## config.mk

```make
export PLATFORM = sky130hd
export DESIGN_NAME = record_engine
export DESIGN_NICKNAME = d
export VERILOG_FILES = /design/src/rtl/rec_pkg.sv /design/src/rtl/rec_sat_mix.sv /design/src/rtl/record_engine.sv
export SDC_FILE = /design/constraint.sdc
export NUM_CORES = 1
export LEC_CHECK = 0
export CORE_MARGIN = 1.5
export CORE_UTILIZATION = 30
export CTS_CLUSTER_SIZE = 24
export DETAILED_ROUTE_END_ITERATION = 8
export SETUP_SLACK_MARGIN = 0.5
export SYNTH_ARGS = -nofsm -noshare
export SYNTH_HDL_FRONTEND = slang
export SYNTH_SLANG_ARGS = --single-unit
```

## constraint.sdc

```tcl
create_clock -name i_clk -period 7.2 [get_ports i_clk]
set_input_delay 1.08 -clock i_clk [delete_from_list [all_inputs] [get_ports i_clk]]
set_output_delay 1.08 -clock i_clk [all_outputs]
set_load 0.005 [all_outputs]
```

## src/rtl/rec_pkg.sv

```systemverilog
// Shared types and helpers for the record engine: FSM state encoding, header
// offset and the per-channel saturating add used by the overdub mixer.
package rec_pkg;

    typedef enum logic [2:0] {
        ST_IDLE    = 3'd0,
        ST_CAPTURE = 3'd1,
        ST_WRITE   = 3'd2,
        ST_HDR     = 3'd3,
        ST_RD      = 3'd4,
        ST_MIX     = 3'd5
    } rec_state_t;

    // Data words start one word past the header word.
    localparam int unsigned REC_HDR_OFFSET = 1;

    // Widest channel the saturating adder supports; narrower channels are
    // sign-extended into it and the result is truncated back by the caller.
    localparam int unsigned HALF_MAX_W = 32;
    localparam int unsigned SUM_W      = HALF_MAX_W + 1;

    // Signed add of two sign-extended channels, clamped to a w-bit signed range.
    function automatic logic signed [HALF_MAX_W-1:0] sat_add_half(
        input logic signed [HALF_MAX_W-1:0] a,
        input logic signed [HALF_MAX_W-1:0] b,
        input int unsigned                  w
    );
        logic signed [SUM_W-1:0] sum;
        logic signed [SUM_W-1:0] hi;
        logic signed [SUM_W-1:0] lo;
        sum = {a[HALF_MAX_W-1], a} + {b[HALF_MAX_W-1], b};
        hi  = (SUM_W'(1) << (w - 1)) - SUM_W'(1);
        lo  = ~hi;
        if (sum > hi) begin
            return HALF_MAX_W'(hi);
        end else if (sum < lo) begin
            return HALF_MAX_W'(lo);
        end
        return HALF_MAX_W'(sum);
    endfunction

endpackage

```

## src/rtl/rec_sat_mix.sv

```systemverilog
// Two-channel signed saturating mixer for overdub: each DATA_W/2 half of the
// new sample is added to the matching half of the old word and clamped.
// Only present when RECORD_OVERDUB_EN is defined.
`ifdef RECORD_OVERDUB_EN
module rec_sat_mix
    import rec_pkg::*;
#(
    parameter int unsigned DATA_W = 32
) (
    input  logic [DATA_W-1:0] a,
    input  logic [DATA_W-1:0] b,
    output logic [DATA_W-1:0] mix_c
);

    localparam int unsigned HALF_W = DATA_W / 2;

    // Upper channel in the high half, lower channel in the low half.
    always_comb begin
        mix_c = {
            HALF_W'(sat_add_half(HALF_MAX_W'($signed(a[DATA_W-1:HALF_W])),
                                 HALF_MAX_W'($signed(b[DATA_W-1:HALF_W])), HALF_W)),
            HALF_W'(sat_add_half(HALF_MAX_W'($signed(a[HALF_W-1:0])),
                                 HALF_MAX_W'($signed(b[HALF_W-1:0])), HALF_W))
        };
    end

endmodule
`endif

```

## src/rtl/record_engine.sv

```systemverilog
// Audio record engine: decimates incoming samples and stores them to SDRAM
// after a header word at a latched base address, with pause, bounded length,
// overrun flag and a final {overrun, length} header write.
// Optional overdub (read-mix-write) is enabled by defining RECORD_OVERDUB_EN.
module record_engine
    import rec_pkg::*;
#(
    parameter int unsigned ADDR_W = 23,
    parameter int unsigned DATA_W = 32,
    parameter int unsigned DECIM  = 2
) (
    input  logic              i_clk,
    input  logic              i_rst,
    input  logic              rec_start,
    input  logic [ADDR_W-1:0] rec_base,
    input  logic [ADDR_W-1:0] rec_max_len,
    input  logic              rec_pause,
    input  logic              rec_stop,
    output logic              rec_busy,
    output logic              rec_done,
    output logic [ADDR_W-1:0] rec_len,
    output logic              rec_overrun,
    output logic              sd_read,
    output logic              sd_write,
    output logic [ADDR_W-1:0] sd_addr,
    output logic [DATA_W-1:0] sd_writedata,
    input  logic [DATA_W-1:0] sd_readdata,
    input  logic              sd_finished,
    output logic              aud_ready,
    input  logic [DATA_W-1:0] aud_data,
    input  logic              aud_valid
);

    localparam int unsigned       DCNT_W    = (DECIM > 1) ? $clog2(DECIM) : 1;
    localparam logic [DCNT_W-1:0] DCNT_LAST = DCNT_W'(DECIM - 1);
    localparam logic [ADDR_W-1:0] HDR_OFF   = ADDR_W'(REC_HDR_OFFSET);

    rec_state_t        state_q, state_d;
    logic [ADDR_W-1:0] base_q, base_d;
    logic [ADDR_W-1:0] max_len_q, max_len_d;
    logic [ADDR_W-1:0] len_q, len_d;
    logic [DCNT_W-1:0] dcnt_q, dcnt_d;
    logic [DATA_W-1:0] sample_q, sample_d;
    logic              overrun_q, overrun_d;
    logic              stop_req_q, stop_req_d;
    logic              busy_q, busy_d;
    logic              done_q, done_d;
    logic              write_q, write_d;
    logic [ADDR_W-1:0] addr_q, addr_d;
    logic [DATA_W-1:0] wdata_q, wdata_d;
    logic              ready_q, ready_d;
    logic              sample_ok_c;
    logic [DATA_W-1:0] hdr_c;
    logic [ADDR_W-1:0] data_addr_c;

`ifdef RECORD_OVERDUB_EN
    logic [DATA_W-1:0] old_q, old_d;
    logic [DATA_W-1:0] mix_c;
    logic              read_q, read_d;

    rec_sat_mix #(
        .DATA_W(DATA_W)
    ) u_mix (
        .a     (sample_q),
        .b     (old_q),
        .mix_c (mix_c)
    );

    // Overdub read request and old-word registers.
    always_ff @(posedge i_clk or posedge i_rst) begin
        if (i_rst) begin
            old_q  <= '0;
            read_q <= 1'b0;
        end else begin
            old_q  <= old_d;
            read_q <= read_d;
        end
    end

    assign sd_read = read_q;
`else
    logic rd_unused;
    assign rd_unused = ^sd_readdata;
    assign sd_read   = 1'b0;
`endif

    assign rec_busy     = busy_q;
    assign rec_done     = done_q;
    assign rec_len      = len_q;
    assign rec_overrun  = overrun_q;
    assign sd_write     = write_q;
    assign sd_addr      = addr_q;
    assign sd_writedata = wdata_q;
    assign aud_ready    = ready_q;

    // State, datapath and registered output flops.
    always_ff @(posedge i_clk or posedge i_rst) begin
        if (i_rst) begin
            state_q    <= ST_IDLE;
            base_q     <= '0;
            max_len_q  <= '0;
            len_q      <= '0;
            dcnt_q     <= '0;
            sample_q   <= '0;
            overrun_q  <= 1'b0;
            stop_req_q <= 1'b0;
            busy_q     <= 1'b0;
            done_q     <= 1'b0;
            write_q    <= 1'b0;
            addr_q     <= '0;
            wdata_q    <= '0;
            ready_q    <= 1'b0;
        end else begin
            state_q    <= state_d;
            base_q     <= base_d;
            max_len_q  <= max_len_d;
            len_q      <= len_d;
            dcnt_q     <= dcnt_d;
            sample_q   <= sample_d;
            overrun_q  <= overrun_d;
            stop_req_q <= stop_req_d;
            busy_q     <= busy_d;
            done_q     <= done_d;
            write_q    <= write_d;
            addr_q     <= addr_d;
            wdata_q    <= wdata_d;
            ready_q    <= ready_d;
        end
    end

    // Next-state logic; outputs are derived from the next state so they are
    // registered yet aligned with the state they describe.
    always_comb begin
        state_d     = state_q;
        base_d      = base_q;
        max_len_d   = max_len_q;
        len_d       = len_q;
        dcnt_d      = dcnt_q;
        sample_d    = sample_q;
        overrun_d   = overrun_q;
        stop_req_d  = stop_req_q;
        done_d      = 1'b0;
        sample_ok_c = aud_valid && !rec_pause;
`ifdef RECORD_OVERDUB_EN
        old_d       = old_q;
`endif

        case (state_q)
            ST_IDLE: begin
                if (rec_start) begin
                    base_d     = rec_base;
                    max_len_d  = rec_max_len;
                    len_d      = '0;
                    dcnt_d     = '0;
                    overrun_d  = 1'b0;
                    stop_req_d = 1'b0;
                    state_d    = ST_CAPTURE;
                end
            end
            ST_CAPTURE: begin
                // Stop wins over a sample arriving in the same cycle.
                if (rec_stop || stop_req_q) begin
                    state_d = ST_HDR;
                end else if (sample_ok_c) begin
                    if (dcnt_q == DCNT_LAST) begin
                        sample_d = aud_data;
                        dcnt_d   = '0;
`ifdef RECORD_OVERDUB_EN
                        state_d  = ST_RD;
`else
                        state_d  = ST_WRITE;
`endif
                    end else begin
                        dcnt_d = dcnt_q + DCNT_W'(1);
                    end
                end
            end
`ifdef RECORD_OVERDUB_EN
            ST_RD: begin
                if (sample_ok_c) overrun_d = 1'b1;
                if (rec_stop) stop_req_d = 1'b1;
                if (sd_finished) begin
                    old_d   = sd_readdata;
                    state_d = ST_MIX;
                end
            end
            ST_MIX: begin
                if (sample_ok_c) overrun_d = 1'b1;
                if (rec_stop) stop_req_d = 1'b1;
                sample_d = mix_c;
                state_d  = ST_WRITE;
            end
`endif
            ST_WRITE: begin
                if (sample_ok_c) overrun_d = 1'b1;
                if (rec_stop) stop_req_d = 1'b1;
                if (sd_finished) begin
                    len_d = len_q + ADDR_W'(1);
                    if (stop_req_q || rec_stop ||
                        ((max_len_q != '0) && (len_d == max_len_q))) begin
                        state_d = ST_HDR;
                    end else begin
                        state_d = ST_CAPTURE;
                    end
                end
            end
            ST_HDR: begin
                if (sd_finished) begin
                    done_d  = 1'b1;
                    state_d = ST_IDLE;
                end
            end
            default: begin
                state_d = ST_IDLE;
            end
        endcase

        hdr_c              = DATA_W'(len_d);
        hdr_c[DATA_W-1]    = overrun_d;
        data_addr_c        = base_d + HDR_OFF + len_d;

        busy_d  = (state_d != ST_IDLE);
        ready_d = (state_d != ST_IDLE) && (state_d != ST_HDR);
        write_d = (state_d == ST_WRITE) || (state_d == ST_HDR);
`ifdef RECORD_OVERDUB_EN
        read_d  = (state_d == ST_RD);
`endif

        if (state_d == ST_HDR) begin
            addr_d  = base_d;
            wdata_d = hdr_c;
        end else if (state_d == ST_WRITE) begin
            addr_d  = data_addr_c;
            wdata_d = sample_d;
`ifdef RECORD_OVERDUB_EN
        end else if (state_d == ST_RD) begin
            addr_d  = data_addr_c;
            wdata_d = '0;
`endif
        end else begin
            addr_d  = '0;
            wdata_d = '0;
        end
    end

endmodule
```

## Word-level counts from Yosys, hierarchy flattened

Index checks and enable logic that the tools add are counted.

- Bits in registers: 166
- Bits in latches: 0
- Bits in writable memories: 0
- ROM bits: 0
- Word-level logic and storage cells: 77
- Memories: 0

- Add/subtract/negate cells: 4
- Multipliers: 0
- Div/mod/pow operators: 0
- Order comparisons: 0
- Eq/ne operators: 11
- Shift operators: 0
- Muxes and demuxes: 33
- Bitwise logic cells: 0
- Reductions and logical operators: 15

Operator list:

| kind | count |
|---|---|
| $mux W32 | 6 |
| $mux W23 | 6 |
| $add A23 B1 Y23 const B | 2 |
| $pmux W23 S2 | 1 |
| $add A23 B23 Y23 | 1 |
| $eq A23 B23 Y1 | 1 |
| $reduce_bool A23 Y1 | 1 |
| $mux W3 | 6 |
| $eq A3 B2 Y1 const B | 4 |
| $pmux W3 S4 | 1 |
| $mux W1 | 9 |
| $ne A2 B2 Y1 const B | 4 |
| $pmux W1 S2 | 3 |
| $reduce_and A4 Y1 | 1 |
| $reduce_bool A2 Y1 | 2 |
| $eq A3 B1 Y1 const B | 1 |
| $logic_and A1 B1 Y1 | 3 |
| $logic_not A3 Y1 | 1 |
| $logic_or A1 B1 Y1 | 3 |
| $ne A3 B2 Y1 const B | 1 |
| $reduce_and A3 Y1 | 1 |
| $reduce_bool A3 Y1 | 1 |
| $mux W2 | 1 |
| $reduce_and A2 Y1 | 1 |
| 2 further kinds | 2 |

## Longest topological paths before layout

- Word-level depth: 10
- Gate-level depth with buffers: 18
- Mapped depth without buffers: 16

## Worst setup path before layout

Ideal clock, no wire load.

- Path kind: input to register
- Start: in rec_start
- End: reg addr_q[15] (netlist: sd_addr[15])
- Arrival time: 4.775 ns
- Required time: 7.118 ns
- Path slack: 2.343 ns
- Stages: 12
- Cell sequence: nor4b_1 clkbuf_1 mux2_2 ha_1 o21a_1 o21ai_0 a211oi_1 o41ai_1 nor2b_1 o21a_1 or4_1 a31oi_1

- Word-level cells in the longest chain between the ends: 6
- Elaborated cells on any way between the ends: 12
- Those cells by class: add/sub: 2; eq/ne: 2; mux: 8

Ends and longest elaborated chain:

| what | line | source |
|---|---|---|
| start: declaration | record_engine.sv:14 | `input logic rec_start,` |
| $mux W23 | record_engine.sv:150 | `if (rec_start) begin` |
| $mux W23 | record_engine.sv:148 | `case (state_q)` |
| named net base_d[5] | record_engine.sv:39 | `logic [ADDR_W-1:0] base_q, base_d;` |
| $add A23 B1 Y23 | record_engine.sv:220 | `data_addr_c = base_d + HDR_OFF + len_d;` |
| $add A23 B23 Y23 | record_engine.sv:220 |  |
| $mux W23 | record_engine.sv:232 | `end else if (state_d == ST_WRITE) begin` |
| $mux W23 | record_engine.sv:229 | `if (state_d == ST_HDR) begin` |
| named net addr_d[15] | record_engine.sv:49 | `logic [ADDR_W-1:0] addr_q, addr_d;` |
| end signal: assignment | record_engine.sv:125 | `addr_q <= addr_d;` |
| end: declaration | record_engine.sv:49 |  |

The timed path passes the listed nets, and every way through them passes these cells.
A chain may end at the register's enable or synchronous reset.

## Worst setup path after layout

- Start: in sd_finished
- End: reg addr_q[21] (netlist: sd_addr[21])

- Word-level cells in the longest chain between the ends: 5
- Elaborated cells on any way between the ends: 10
- Those cells by class: add/sub: 1; eq/ne: 2; mux: 7

Ends and longest elaborated chain:

| what | line | source |
|---|---|---|
| start: declaration | record_engine.sv:28 | `input logic sd_finished,` |
| $mux W23 | record_engine.sv:197 | `if (sd_finished) begin` |
| $pmux W23 S2 | record_engine.sv:148 |  |
| named net len_d[1] | record_engine.sv:41 | `logic [ADDR_W-1:0] len_q, len_d;` |
| $add A23 B23 Y23 | record_engine.sv:220 |  |
| $mux W23 | record_engine.sv:232 |  |
| $mux W23 | record_engine.sv:229 |  |
| named net addr_d[21] | record_engine.sv:49 |  |

The timed path passes the listed nets, and every way through them passes these cells.

==> flow_summary.json <==
{
  "fin_crit_sh": 0.715,
  "core-area_um2": 27900,
  "h-tree-depth": 4,
  "synth-xor-area-share": 0.0400,
  "fin_skew_ps": 15.0,
  "wirelength_mm": 23.8,
  "antenna_cells": 0,
  "rsz0062_at_grt": "false",
  "cap_violations": 0,
  "synth_compound_area_frac": 0.144,
  "multi_input_area_um2": 4140,
  "io_pins": 201,
  "synth_cells": 832,
  "status": "finished, final reports clean",
  "die_h_um": 172,
  "cts_setup_buffers": 0,
  "cts_tree": "done",
  "hp-class": "register to register",
  "setup_viol": 0,
  "ys_top_cells_by_area": "dfrtp_1 (49%), mux2_2 (10%), nand2_1 (4.7%), ha_1 (3.4%), a21oi_1 (3.0%)",
  "worst_pin_slew_ps": 1160,
  "clock-sinks": 166,
  "yosysTopAreaCell": "dfrtp_1",
  "synth_edf_count": 0,
  "required_ps": 7540,
  "avgRoutedWirePerCell_um": 17.3,
  "synth_fa_ha_area_frac": 0.0360,
  "cts.path.max_buffers": 2,
  "firstDrtPassIters": 5,
  "area_delta_synth_final_pct": 30.7,
  "antenna_left": 0,
  "vdd_drop_max_uv": 115,
  "cts.clk_slew.worst_paths_ps": 70,
  "synth_top_family_by_area": "simple AND/OR/NAND/NOR gates",
  "fill_cells": 2782,
  "setup_ws_ps": 2050,
  "globalplace.congestion": 0.827,
  "async_flop_share": 1.00,
  "first_global_vias": 6444,
  "dp_slack_ps": 1600,
  "overflow": 0,
  "drc_errors": 0,
  "grt_usage": 0.163,
  "crit_arrival_ps": 5480,
  "regArea_um2": 4150,
  "maxSlewViolCount": 0,
  "clkLatencyLatePin_ps": 430,
  "finalHoldViolCount": 0,
  "fmax_ghz": 0.194,
  "cts_buffers": 17,
  "ys_warn_count": 0,
  "antenna_found_initial": 0,
  "vias_per_cell": 4.93,
  "tns_ps": 0,
  "grt_pass1_wl_mm": 36.5,
  "rows": 61,
  "holdBufCountCts": 0,
  "avgSynthCellArea_um2": 10.3,
  "crit_fanout": 17,
  "synth_area_um2": 8540,
  "dieArea_um2": 29500,
  "p_leak_nw": 4.68,
  "period_needed_ps": 5150,
  "synth.top_cell.area_share": 0.486,
  "final_nets": 1127,
  "final_util": 0.400,
  "start_util": 0.306,
  "root_buffer": "clkbuf_16",
  "hpwl_mm": 16.5,
  "dieWidth_um": 172,
  "grt_max_degree": 109,
  "post_cts_resized": 0,
  "synthSimpleGateAreaFrac": 0.157,
  "ys_seq_area_frac": 0.486,
  "portBuffers": 167,
  "critPathLaunchType": "primary input",
  "yosysUniqueCellTypes": 62,
  "synth_mux_area_frac": 0.105,
  "drive_gt1_frac": 0.149,
  "drt_iter0_drc": 550,
  "path_class": "primary input to register",
  "relSlewSlack": 0.219,
  "ys_ff_latch": 166,
  "p_per_area_nw_per_um2": 227,
  "critPathCaptureType": "register",
  "vias": 6786,
  "synthFlopType": "dfrtp_1"
}
## synthesized netlist by cell type (3+ instances only)
library cell / n
a211oi_1: 7
a211oi_2: 3
a21o_1: 8
a21oi_1: 52
a21oi_2: 10
a31oi_1: 13
and2_1: 8
and3_1: 8
and4_1: 4
buf_1: 4
buf_2: 10
clkbuf_1: 30
dfrtp_1: 166
ha_1: 23
inv_1: 14
mux2_2: 77
mux2i_1: 3
nand2_1: 108
nand2b_1: 6
nand3_1: 17
nand4_1: 6
nand4_2: 3
nor2_1: 47
nor2b_1: 8
nor3_1: 10
nor3b_1: 14
nor4_1: 11
o211ai_1: 3
o21a_1: 9
o21ai_0: 50
o31a_1: 4
o31ai_1: 10
o41ai_1: 3
or3_1: 7
xnor2_1: 26
xor2_1: 13
## flip-flops by register name (all words and copies together), names as in the netlist
| signal | cells |
|---|---|
| rec_busy | 1 |
| sd_write | 1 |
| rec_overrun | 1 |
| rec_done | 1 |
| state_q | 3 |
| sample_q | 32 |
| aud_ready | 1 |
| dcnt_q | 1 |
| stop_req_q | 1 |
| sd_addr | 23 |
| rec_len | 23 |
| sd_writedata | 32 |
| base_q | 23 |
| max_len_q | 23 |
## metrics by stage
stage / std cells / hold WS (ps) / power (W) / cell area (um^2)
floorplan: 833 / 466 / 0.00149 / 8540
global placement: 1345 / 473 / 0.00167 / 10600
detailed placement: 1345 / 480 / 0.00168 / 10600
CTS: 1377 / 495 / 0.00257 / 11200
global route: 1377 / 505 / 0.00267 / 11200
finish: 1377 / 490 / 0.00253 / 11200
## logic make-up (layout without fill, tap and decap cells)
kind of cell | Yosys count | after routing
simple gates | 269 | 269
flops | 166 | 166
xor+xnor | 39 | 39
mux | 80 | 80
other cells | 1 | 2
compound gates | 191 | 191
buf+inv | 62 | 228
fa+ha+maj | 24 | 24
## final cells by class
class	instances	share of cell area
timing repair buffer	182	0.160
multi-input combinational	605	0.371
clock inverter	12	0.0108
clock buffer	20	0.0391
sequential	166	0.372
tap	378	0.0424
inverter	14	0.00516
## routing by layer
metal / up-vias / track usage / wire length (um)
li1: 3266 / - / -
met1: 3304 / 0.218 / 10900
met2: 194 / 0.263 / 11100
met3: 22 / 0.0389 / 1410
met4: 0 / 0.0416 / 315
met5: - / 0 / 0
## final timing paths
check	startpoint	to	slack, ps	cells after the start
setup / recovery	sd_finished	sd_addr[21]	2050	14
hold / removal	sample_q[24]	sample_q[24]	490	1
setup reg to reg	state_q[0]	sd_addr[21]	2510	15
hold reg to reg	sample_q[24]	sample_q[24]	490	1
max in group asynchronous	i_rst	max_len_q[10]	4540	3
min in group asynchronous	i_rst	aud_ready	1240	2
## worst max-delay path: stages
cell	delay, ps
clkdlybuf4s50_1	610
o21ai_1	1000
a22oi_1	330
inv_1	170
ha_1	130
nor2b_1	190
o31ai_1	120
a211oi_1	460
o41ai_1	140
buf_4	170
o31ai_1	370
nor4_1	110
or3_1	390
a41oi_1	210
## layout by cell type, fill, tap and decap left out, types with 4 or more instances in the layout
master,n
nor3b_1,14
clkdlybuf4s50_1,167
a211oi_1,7
nand4_1,6
a31oi_1,13
or3_1,7
and3_1,8
nor2_1,47
mux2_2,77
nor3_1,10
ha_1,23
o31ai_1,10
clkinv_4,4
a21oi_2,10
buf_4,15
o21a_1,9
xor2_1,13
nor4_1,11
xnor2_1,26
dfrtp_1,166
o31a_1,4
clkbuf_16,17
a21o_1,8
a21oi_1,52
inv_6,5
and2_1,8
and4_1,4
nand3_1,17
inv_1,12
nand2_1,108
nand2b_1,6
nor2b_1,8
o21ai_0,50
## power breakdown
group | switching (W) | total (W) | internal [W] | leakage [nW]
clock | 0.000394 | 0.000876 | 0.000482 | 0.266
sequential | 0.0000663 | 0.00110 | 0.00103 | 2.20
combinational | 0.000283 | 0.000557 | 0.000274 | 2.21
total | 0.000744 | 0.00253 | 0.00179 | 4.68
No activity file was read; power rests on OpenSTA's default activity.
